$ cat src/rtl/sr_bank_writer_pkg.sv
// Shared definitions for the SR bank write path: FSM state encoding and the
// per-bit SR command encoding also used by the SR storage bank.
package sr_pkg;

  typedef enum logic [1:0] {
    IDLE   = 2'd0,
    DRIVE  = 2'd1,
    SETTLE = 2'd2,
    CHECK  = 2'd3
  } state_t;

  localparam logic [1:0] HOLD      = 2'b00;
  localparam logic [1:0] CLR       = 2'b01;
  localparam logic [1:0] SET       = 2'b10;
  localparam logic [1:0] FORBIDDEN = 2'b11;

  localparam int CNT_W = 4;

  // {s, r} command needed to move one bit from its current value to target.
  function automatic logic [1:0] sr_cmd(input logic target, input logic q);
    if (target == q) return HOLD;
    return target ? SET : CLR;
  endfunction

endpackage

$ cat src/rtl/sr_bank_writer_if.sv
// Request handshake between a register-write master and sr_bank_writer.
interface sr_bank_writer_if #(
  parameter int WIDTH = 8
);
  logic             req_valid;
  logic             req_ready;
  logic [WIDTH-1:0] req_data;

  modport master (output req_valid, output req_data, input  req_ready);
  modport slave  (input  req_valid, input  req_data, output req_ready);
endinterface

$ cat src/rtl/sr_bank_writer_excite_calc.sv
// Combinational excitation masks: set only bits that must rise, clear only
// bits that must fall; s and r are mutually exclusive per bit by construction.
module sr_excite_calc
  import sr_pkg::*;
#(
  parameter int WIDTH = 8
) (
  input  logic [WIDTH-1:0] target,
  input  logic [WIDTH-1:0] q,
  output logic [WIDTH-1:0] set_mask,
  output logic [WIDTH-1:0] clr_mask
);

  // NOTE: every output of a combinational block gets a default first, so no
  // path can leave it unassigned and infer a latch.
  always_comb begin
    set_mask = '0;
    clr_mask = '0;
    for (int i = 0; i < WIDTH; i++) begin
      {set_mask[i], clr_mask[i]} = sr_cmd(target[i], q[i]);
    end
  end

endmodule

$ cat src/rtl/sr_bank_writer.sv
// Write-side driver for an SR flip-flop bank: pulses set/reset only on bits
// that differ, waits SETTLE_CYCLES, then reads back. Optional SR_RETRY_EN
// adds one re-drive attempt after a mismatching readback.
module sr_bank_writer
  import sr_pkg::*;
#(
  parameter int WIDTH         = 8,
  parameter int SETTLE_CYCLES = 2
) (
  input  logic              clk,
  input  logic              reset,
  sr_bank_writer_if.slave   bus,
  input  logic [WIDTH-1:0]  q_in,
  output logic [WIDTH-1:0]  s_out,
  output logic [WIDTH-1:0]  r_out,
  output logic              done,
  output logic              err,
  output logic [WIDTH-1:0]  err_mask
);

  localparam logic [CNT_W-1:0] SETTLE_INIT = CNT_W'(SETTLE_CYCLES - 1);

  state_t           state, state_nxt;
  logic [CNT_W-1:0] cnt;
  logic [WIDTH-1:0] target;
  logic [WIDTH-1:0] calc_target, set_calc, clr_calc;
  logic             accept, mismatch, retry_go;

  assign accept   = bus.req_valid & bus.req_ready;
  assign mismatch = |(q_in ^ target);

  // In IDLE the masks are computed against the incoming word; on a retry they
  // are recomputed against the latched target and the bank's present state.
  assign calc_target = (state == IDLE) ? bus.req_data : target;

  sr_excite_calc #(.WIDTH(WIDTH)) u_calc (
    .target   (calc_target),
    .q        (q_in),
    .set_mask (set_calc),
    .clr_mask (clr_calc)
  );

`ifdef SR_RETRY_EN
  logic retry_used;

  assign retry_go = (state == CHECK) & mismatch & ~retry_used;

  always_ff @(posedge clk or negedge reset) begin
    if (!reset) begin
      retry_used <= 1'b0;
    end else if (state == IDLE) begin
      retry_used <= 1'b0;
    end else if (retry_go) begin
      retry_used <= 1'b1;
    end
  end
`else
  assign retry_go = 1'b0;
`endif

  // NOTE: reset is asynchronous so an abort stops excitation immediately,
  // without waiting for a clock edge.
  always_ff @(posedge clk or negedge reset) begin
    if (!reset) state <= IDLE;
    else        state <= state_nxt;
  end

  always_comb begin
    state_nxt     = state;
    done          = 1'b0;
    bus.req_ready = 1'b0;
    case (state)
      IDLE: begin
        bus.req_ready = reset;
        if (accept) state_nxt = DRIVE;
      end
      DRIVE:  state_nxt = SETTLE;
      SETTLE: if (cnt == '0) state_nxt = CHECK;
      CHECK: begin
        done      = ~retry_go;
        state_nxt = retry_go ? DRIVE : IDLE;
      end
      default: state_nxt = IDLE;
    endcase
  end

  // Excitation is registered so the bank sees clean, glitch-free pulses that
  // are high exactly for the DRIVE cycle. err/err_mask update at the end of
  // CHECK and hold until the next accepted request.
  // NOTE: sequential state uses non-blocking assignments only, so every
  // register samples pre-edge values regardless of statement order.
  always_ff @(posedge clk or negedge reset) begin
    if (!reset) begin
      target   <= '0;
      cnt      <= '0;
      s_out    <= '0;
      r_out    <= '0;
      err      <= 1'b0;
      err_mask <= '0;
    end else begin
      case (state)
        IDLE: begin
          if (accept) begin
            target   <= bus.req_data;
            s_out    <= set_calc;
            r_out    <= clr_calc;
            err      <= 1'b0;
            err_mask <= '0;
          end
        end
        DRIVE: begin
          s_out <= '0;
          r_out <= '0;
          cnt   <= SETTLE_INIT;
        end
        SETTLE: begin
          if (cnt != '0) cnt <= cnt - 1'b1;
        end
        CHECK: begin
          if (retry_go) begin
            s_out <= set_calc;
            r_out <= clr_calc;
          end else begin
            err_mask <= q_in ^ target;
            err      <= mismatch;
          end
        end
        default: ;
      endcase
    end
  end

endmodule

$ cat src/flat_wrapper.sv
// flat-port wrapper written by rule: the top's interface ports become plain ports
module sr_bank_writer_flat import sr_pkg::*;
#(
  parameter int WIDTH         = 8,
  parameter int SETTLE_CYCLES = 2
)
  (clk, reset, q_in, s_out, r_out, done, err, err_mask, bus_req_valid, bus_req_data, bus_req_ready);
  sr_bank_writer_if #(.WIDTH(WIDTH)) bus_i ();
  input  logic clk;
  input  logic reset;
  input  logic [WIDTH-1:0] q_in;
  output logic [WIDTH-1:0] s_out;
  output logic [WIDTH-1:0] r_out;
  output logic done;
  output logic err;
  output logic [WIDTH-1:0] err_mask;
  input wire logic [$bits(bus_i.req_valid)-1:0] bus_req_valid;
  input wire logic [$bits(bus_i.req_data)-1:0] bus_req_data;
  output wire logic [$bits(bus_i.req_ready)-1:0] bus_req_ready;
  assign bus_i.req_valid = bus_req_valid;
  assign bus_i.req_data = bus_req_data;
  assign bus_req_ready = bus_i.req_ready;
  sr_bank_writer #(.WIDTH(WIDTH), .SETTLE_CYCLES(SETTLE_CYCLES)) u_core (.clk(clk), .reset(reset), .bus(bus_i), .q_in(q_in), .s_out(s_out), .r_out(r_out), .done(done), .err(err), .err_mask(err_mask));
endmodule
$ cat config.mk
export PLATFORM = sky130hd
export DESIGN_NAME = sr_bank_writer_flat
export DESIGN_NICKNAME = d
export VERILOG_FILES = /design/src/rtl/sr_bank_writer_pkg.sv /design/src/rtl/sr_bank_writer_if.sv /design/src/rtl/sr_bank_writer_excite_calc.sv /design/src/rtl/sr_bank_writer.sv /design/src/flat_wrapper.sv
export SDC_FILE = /design/constraint.sdc
export NUM_CORES = 1
export LEC_CHECK = 0
export ABC_CLOCK_PERIOD_IN_PS = 1500
export CAP_MARGIN = 0
export CORE_MARGIN = 2
export CORE_UTILIZATION = 30
export DETAILED_ROUTE_END_ITERATION = 12
export PLACE_DENSITY = 0.53
export SLEW_MARGIN = 25
export SYNTH_ARGS = -nofsm -noshare
export SYNTH_HDL_FRONTEND = slang
export SYNTH_SLANG_ARGS = --single-unit
export TNS_END_PERCENT = 5
$ cat constraint.sdc
create_clock -name clk -period 1.5 [get_ports clk]
set_input_delay 0.225 -clock clk [delete_from_list [all_inputs] [get_ports clk]]
set_output_delay 0.225 -clock clk [all_outputs]
set_load 0.01 [all_outputs]
Word-level counts from Yosys, hierarchy flattened. Cells that the tools add are included. W data, S select, Z words.

Add/subtract/negate cells: 1. $mul: 0. Div/mod/pow operators: 0. $lt $le $gt $ge: 0. Eq/ne operators: 14. Shifts and indexed selects: 0. Multiplexer cells: 48. Bitwise operators: 2. Reduce and logical (&&, ||, !) cells: 12.

Operators by type and width (number): $mux W2 (26); $pmux W8 S2 (3); $mux W8 (4); $mux W1 (11); $reduce_and A2 Y1 (5); $eq A1 B1 Y1 (8); $pmux W2 S4 (1); $pmux W4 S2 (1); $reduce_or A8 Y1 (1); $xor A8 B8 Y8 (1); $ne A2 B1 Y1 const B (3); $reduce_bool A2 Y1 (3); $eq A2 B2 Y1 const B (2); $logic_not A4 Y1 (1); $mux W4 (1); $reduce_bool A4 Y1 (1); $sub A4 B1 Y4 const B (1); $eq A2 B1 Y1 const B (1); $logic_not A2 Y1 (1); $pmux W1 S2 (1); $and A1 B1 Y1 (1).

Register bits after elaboration: 39. Bits in latches: 0. RAM bits: 0. Memory bits (read-only): 0. Logic and storage cells: 84. Memories: 0.

Depth between registers and ports, before layout. Gate-level depths: netlist of the first run.

Word-level depth: 7. Mapped depth: 7. Mapped depth without buffers: 6.

Cells and area by module. From an unflattened synthesis of the first run, not the netlist that was laid out.

Cells, all modules: 159. Area, all modules: 1933.1 um^2.

Modules (own cells, without submodules): sr_bank_writer (times used 1, cells an instance 143, area each 1793.0 um^2, seq. area each 975.9 um^2); sr_excite_calc (times used 1, cells an instance 16, area each 140.1 um^2, seq. area each 0.0 um^2).

Least setup slack after synthesis of the first run. OpenSTA, ideal clock, no wires.

Kind: register to register. Start: register u_core.state[0]. End: register u_core.target[4]. Library setup time: 0.125 ns. Arrival time: 1.350 ns. Data required time: 1.375 ns. Path slack: 0.025 ns. Cell stages (with the launch flop): 6. Path buffers: 0. Cell sequence: dfrtp_1 > inv_1 > ha_1 > and2_1 > nand2_1 > mux2_2.

Cells in the longest elaborated chain, start to end: 4.

RTL lines: from (decl) (line sr_bank_writer.sv:23) `state_t state, state_nxt;`; from (signal assigned) (line sr_bank_writer.sv:65) `else state <= state_nxt;`; $logic_not A2 Y1 (line sr_bank_writer.sv:72) `case (state)`; $mux W1 (line sr_bank_writer.sv:72); net bus_req_ready (line flat_wrapper.sv:19) `output wire logic [$bits(bus_i.req_ready)-1:0] bus_req_ready;`; $and A1 B1 Y1 (line sr_bank_writer.sv:29) `assign accept = bus.req_valid & bus.req_ready;`; $reduce_and A2 Y1 (no source line); to (signal assigned) (line sr_bank_writer.sv:104) `target <= bus.req_data;`; to (decl) (line sr_bank_writer.sv:25) `logic [WIDTH-1:0] target;`.

The timed path passes the listed nets, and every way through them passes these cells. A chain may end at the register's enable or synchronous reset.

Worst setup path after layout of the first run.
Start: register u_core.state[1]. End: register u_core.s_out[7].

Cells in the longest elaborated chain, start to end: 7. Elaborated cells between the ends (all ways): 14. Classes of those cells: eq/ne: 3; mux: 7; bitwise: 1; reduce/logical: 3.

RTL lines: $logic_not A2 Y1 (line sr_bank_writer.sv:34, sr_bank_writer.sv:72, sr_bank_writer.sv:101); $mux W8 (line sr_bank_writer.sv:34) `assign calc_target = (state == IDLE) ? bus.req_data : target;`; $eq A1 B1 Y1 (line sr_bank_writer_pkg.sv:21) `if (target == q) return HOLD;`; $mux W1 (line sr_bank_writer_pkg.sv:21); $mux W2 (line sr_bank_writer_pkg.sv:22) `return target ? SET : CLR;`; $mux W8 (line sr_bank_writer.sv:103) `if (accept) begin`; $pmux W8 S2 (line sr_bank_writer.sv:101) `case (state)`; to (signal assigned) (line sr_bank_writer.sv:105) `s_out <= set_calc;`; to (signal assigned) (line sr_bank_writer.sv:121) `s_out <= set_calc;`; to (decl) (line sr_bank_writer.sv:14) `output logic [WIDTH-1:0] s_out,`.

Parallel ways exist; a longest one is shown, timed or not. The select of a mux whose other input is x is not followed.

==> impl_metrics.toml, run 1 <==
[outcome]
outcome = "complete, but fails checks"
violations = "negative setup slack"

[detailed_routing]
drt_iter0_drc = 71
first_pass_iters = 4
wirelength_um = 5210
drc = 0
num_vias = 1746
antenna_left = 0
wire_per_inst_um = 14.8
avgViaCountPerCell = 4.95

[floorplanning]
rows = 29
die_w_um = 85.6
dieArea_sq_um = 7330
floorplan.initialDensity_pct = 31.3
die_y_um = 85.6
io-pin-count = 46
core_area_sq_um = 6390

[global_routing]
use_met3_pct = 3.08
grt_util_met1_pct = 21.3
grt_use_met2_pct = 22.6
grt_max_degree = 32
grt_pass1_vias = 1685
antenna_found_initial = 0
grtUsageTotal_pct = 14.8
grt_pass1_wl_um = 8530
grt-ovfl-total = 0
busiest_layer = "met2"

[yosys]
synthMuxAreaShare_pct = 3.75
synth_simple_gate_area_share_pct = 11.8
synth_top_family_by_area = "compound AO/OA/AOI/OAI gates"
syn_area_sq_um = 2000
ys_seq_area_share_pct = 48.8
ys_warn_count = 0
syn_nets = 214
syn_avg_cell_area_sq_um = 10.6
synth-adder-area-share_pct = 4.38
yosysUniqueCellTypes = 33
synth-xor-area-share_pct = 3.50
ys_ff_latch = 39
synth_compound_area_share_pct = 22.8
syn_inst = 188

[pwr]
p_sw_mw = 2.28
switching_share_pct = 37.3
clkPwrFrac_pct = 11.9
p_comb_share_pct = 58.5
sequentialPowerShare_pct = 29.6
ir_drop_v = 0.000871
leakage_nw = 1.33
p_per_area_nw_per_um2 = 2020
internal_power_mw = 3.83

[critical_path]
reg2reg_to = "u_core.s_out[7]"
worst_setup_path_start_kind = "flop"
cp.required_ns = 1.68
arrival_ns = 1.72
critPathSlowestCell = "dfrtp_1"
path_buf_inv = 2
worstRegToRegCells = 6
cp_max_fo = 4
cp_cell_sequence = "inv_2, buf_4, ha_2, mux2i_1, nor2_1, a22o_1"
worstSetupEndpointType = "flop"
critical_path.top_delay_family = "flip-flops"
criticalPathCategory = "flop to flop"
cpPeakStageDelay_ns = 0.40
crit_start = "u_core.state[1]"
r2r_start = "u_core.state[1]"
r2r_slack_ns = -0.04

[timing]
setup_viol = 5
grt_setup_unrepaired = "yes"
hold_violations = 0
fin_ws_ns = -0.0395
fin_crit_sh_pct = 103
tightest_slew_ns = 0.406
relSlewSlack_pct = 72.9
period_needed_ns = 1.54
slew_viol_final = 0
max_freq_mhz = 650
clock_skew_ns = 0.00495

[place]
dp_hpwl_um = 3770
dp.cells = 344
gp_congestion = 0.752
port_buffers = 45

[final_layout]
n_antenna_cell = 0
final_common_cell = "clkdlybuf4s50_1"
layoutNonFillerInstCount = 353
fillers = 587
final_cell_mix = "clkdlybuf4s50_1, dfrtp_1, buf_4"
fin_util_pct = 47.4
syn_to_final_growth_pct = 51.4
fin_nets = 302
drive_above_1_share_pct = 30.1

[job]
cap_viol_max_count = 0

[cts]
path_clk_slew_ns = 0.08
root_buffer = "clkbuf_8"
cts_buffers = 5
cts.sinks = 39
cts_max_level = 2
clkLatencyLatePin_ns = 0.29
cts_buffer_depth = 2
tritoncts = "done"

[worst_hold_path]
hold_path.class = "input pin to asynchronous set/reset pin"
## how the worst max path moves through the flow
stage	endpoint	cells after the start	slack, ns
6_report	u_core.s_out[7]	6	-0.04
3_3_place_gp	u_core.state[1]	5	-0.14
4_1_cts	u_core.s_out[4]	6	-0.03
2_1_floorplan	u_core.target[4]	5	0.03
5_1_grt	u_core.s_out[7]	6	-0.11
3_5_place_dp	u_core.state[1]	5	-0.14
## power groups by stage
stage          Combinational [mW]  Clock (mW)  Sequential (mW)
2_1_floorplan                1.58           0             1.89
3_3_place_gp                 3.21           0             1.81
3_5_place_dp                 3.25           0             1.81
4_1_cts                      3.40       0.746             1.81
5_1_grt                      3.90       0.788             1.88
6_report                     3.57       0.726             1.81
## worst reg2reg max path, stage by stage (launching register included)
cell,delay [ns]
dfrtp_1,0.40
inv_2,0.12
buf_4,0.13
ha_2,0.23
mux2i_1,0.29
nor2_1,0.07
a22o_1,0.19
## layer usage
layer  up-vias  part of all wire, %
met1       824                   48
met2        49                   46
met4         0                  1.2
li1        866                    -
met3         7                  4.3
met5         -                    0
## cell type report
class	count	area [sq um]	area share (%)
multi-input combinational	131	1030	33.9
inverter	9	33.8	1.12
timing repair buffer	90	808	26.7
sequential	39	976	32.2
clock buffer	6	82.6	2.73
tap	77	96.3	3.18
clock inverter	1	5.00	0.165
## synthesized netlist by cell type, drive strengths merged
cell | count | area (sq um)
dfrtp | 39 | 976
nand2 | 32 | 128
o21ai | 16 | 80.1
a22o | 13 | 114
buf | 9 | 63.8
inv | 9 | 33.8
a32o | 8 | 80.1
nor2 | 8 | 40.0
o221ai | 8 | 70.1
xnor2 | 8 | 70.1
ha | 7 | 87.6
o41ai | 5 | 43.8
mux2 | 4 | 45.0
a21oi | 3 | 15.0
and2 | 3 | 21.3
mux2i | 3 | 30.0
nand4 | 2 | 12.5
nor3 | 2 | 10.0
a21bo | 1 | 10.0
a21boi | 1 | 18.8
nand2b | 1 | 6.26
nand3 | 1 | 5.00
nand3b | 1 | 7.51
nor2b | 1 | 6.26
o211ai | 1 | 7.51
o31ai | 1 | 7.51
o32a | 1 | 10.0
## metrics by stage
| stage | instance area [sq um] | setup slack (ns) | total power, mW | hold slack, ns | TNS (ns) |
|---|---|---|---|---|---|
| finish | 3030 | -0.0395 | 6.11 | 0.482 | -0.114 |
| floorplan | 2000 | 0.0253 | 3.47 | -0.0706 | 0 |
| CTS | 2970 | -0.0251 | 5.95 | 0.506 | -0.0303 |
| global placement | 2800 | -0.144 | 5.03 | 0.277 | -1.91 |
| global route | 3030 | -0.109 | 6.57 | 0.503 | -0.678 |
| detailed placement | 2800 | -0.136 | 5.06 | 0.273 | -1.53 |
## state kept, by name, summed over array words and instances, names as in the netlist
register and count:
u_core.state 2, u_core.cnt 4, u_core.err_mask 8, u_core.err 1, u_core.r_out 8, u_core.s_out 8
u_core.target 8
## cell families after synthesis
logic type,Yosys count
compound gates,58
simple gates,51
flops,39
buf+inv,18
xor+xnor,8
mux,7
fa+ha+maj,7
## what timing repair did
item                       4_1_cts  5_1_grt
hold buffers                     1        0
setup buffers                    1        0
hold endpoints to repair         8        0
setup endpoints to repair       27       30
gates resized for setup         23       19
cloned                           0        0
pin swaps                        1       10
No activity file was read; power rests on OpenSTA's default activity.
==> run 2, diff against run 1 <==
--- a/config.mk
+++ b/config.mk
@@ -7,10 +7,11 @@
 export LEC_CHECK = 0
 export ABC_CLOCK_PERIOD_IN_PS = 1500
 export CAP_MARGIN = 0
+export CORE_ASPECT_RATIO = 0.5
 export CORE_MARGIN = 2
 export CORE_UTILIZATION = 30
 export DETAILED_ROUTE_END_ITERATION = 12
-export PLACE_DENSITY = 0.53
+export PLACE_DENSITY = 0.51
 export SLEW_MARGIN = 25
 export SYNTH_ARGS = -nofsm -noshare
 export SYNTH_HDL_FRONTEND = slang
==> run 2 against run 1 <==
  * Largest power group unchanged
  * Clock skew down 0.0017 ns
  * Combinational power about the same
  * Fmax up 4.1%
  * Die area up 0.55%
  * Core utilization up 2.0 points
  * Highest routed layer unchanged
  * The run now ends clean
  * Critical endpoint is now u_core.state[1]
  * Cell area up 2.1%
  * First-iteration DRC count up 34%
  * Total power up 7.1%
  * Clock power up 53%
==> impl_metrics.toml, run 2 (synthesized netlist as in run 1, its figures left out) <==
[outcome]
outcome = "completed"

[timing]
setup_viol = 0
fin_crit_sh_pct = 98.6
fin_tns_setup_ns = 0
relSlewSlack_pct = 76.6
finalHoldWorstSlack_ns = 0.0330
tightest_slew_ns = 0.351
grt_setup_unrepaired = "yes"
max_freq_mhz = 676
fin_ws_ns = 0.0212
clock_skew_ns = 0.00321
period_needed_ns = 1.48
hold_violations = 0
slew_viol_final = 0

[final_layout]
syn_to_final_growth_pct = 54.6
fin_util_pct = 49.4
layoutNonFillerInstCount = 363
fillers = 583
fin_nets = 300
final_cell_mix = "clkdlybuf4s50_1, dfrtp_1, buf_4"
drive_above_1_share_pct = 28.7
n_antenna_cell = 0
final_common_cell = "clkdlybuf4s50_1"
fin_area_sq_um = 3090

[critical_path]
r2r_start = "u_core.state[0]"
path_buf_inv = 2
cp_max_fo = 3
worstSetupEndpointType = "flop"
arrival_ns = 1.64
cp_cell_sequence = "inv_2, buf_6, ha_4, a21boi_4, nor2_4, mux2_4"
cp.required_ns = 1.66
worst_setup_path_start_kind = "flop"
r2r_slack_ns = 0.02
critical_path.top_delay_family = "flip-flops"
criticalPathCategory = "flop to flop"
crit_start = "u_core.state[0]"
critPathSlowestCell = "dfrtp_2"
cpPeakStageDelay_ns = 0.44

[pwr]
sequentialPowerShare_pct = 27.9
leakage_nw = 1.33
internal_power_mw = 4.19
ir_drop_v = 0.000642
p_total_mw = 6.54
p_comb_share_pct = 55.1
p_sw_mw = 2.35
clkPwrFrac_pct = 17.0
switching_share_pct = 36.0
p_per_area_nw_per_um2 = 2120

[detailed_routing]
first_pass_iters = 4
avgViaCountPerCell = 4.89
antenna_left = 0
wirelength_um = 5340
drt_iter0_drc = 95
wire_per_inst_um = 14.7
drc = 0
num_vias = 1774

[worst_hold_path]
hold_path.class = "input pin to asynchronous set/reset pin"

[global_routing]
grt_pass1_wl_um = 8500
grt_max_degree = 27
grt-ovfl-total = 0
antenna_found_initial = 0
grt_pass1_vias = 1773
grtUsageTotal_pct = 15.0

[job]
cap_viol_max_count = 0

[place]
port_buffers = 45
gp_congestion = 0.766
pre_cts_slack_ns = -0.115
dpl-instance-area_sq_um = 2790
dp.cells = 352
dp_hpwl_um = 3810

[cts]
root_buffer = "clkbuf_16"
cts_max_level = 2
path_clk_slew_ns = 0.06
tritoncts = "done"
cts_buffer_depth = 2
clkLatencyLatePin_ns = 0.28
cts_buffers = 5
cts.sinks = 39

[floorplanning]
die_y_um = 61.7
floorplan.initialDensity_pct = 32.0
rows = 20
core_area_sq_um = 6260
dieArea_sq_um = 7370
die_w_um = 119
io-pin-count = 46
[run 2: path summary, 6_finish.rpt]
path	to	cells past startpoint
setup reg to reg	u_core.state[1]	6
min in group clk	u_core.cnt[3]	1
hold reg to reg	u_core.cnt[3]	1
max in group asynchronous	u_core.state[0]	3
hold / removal	u_core.s_out[3]	2
setup / recovery	u_core.state[1]	6
[run 2: layout make-up]
class                           count  area [sq um]  share of cell area, %
Multi-Input combinational cell    131          1010                   32.7
Timing Repair Buffer               88           802                   25.9
Inverter                            9          33.8                   1.09
Tap cell                           88           110                   3.56
Sequential cell                    39           977                   31.6
Clock buffer                        8           156                   5.06
[run 2: layer usage]
layer | part of all wire [%] | wire length, um | vias up | global-route usage [%]
met2 | 47 | 2490 | 34 | 25.8
li1 | - | - | 866 | -
met1 | 49 | 2630 | 867 | 19.6
met4 | 1.3 | 72 | 0 | 4.87
met5 | 0 | 0 | - | 0
met3 | 2.8 | 150 | 7 | 3.01
[run 2: repair_timing]
item	4_1_cts	5_1_grt
setup buffers	0	2
endpoints found under the hold margin	13	0
pin swaps	0	4
hold buffers	1	0
gates cloned	0	0
setup endpoints to repair	24	40
resized for setup	12	31
[run 2: power groups by stage]
stage	sequential, mW	clock, mW	combinational (mW)
2_1_floorplan	1.89	0	1.58
3_3_place_gp	1.80	0	3.15
3_5_place_dp	1.82	0	3.21
4_1_cts	1.81	1.13	3.25
5_1_grt	1.89	1.19	3.91
6_report	1.83	1.11	3.60
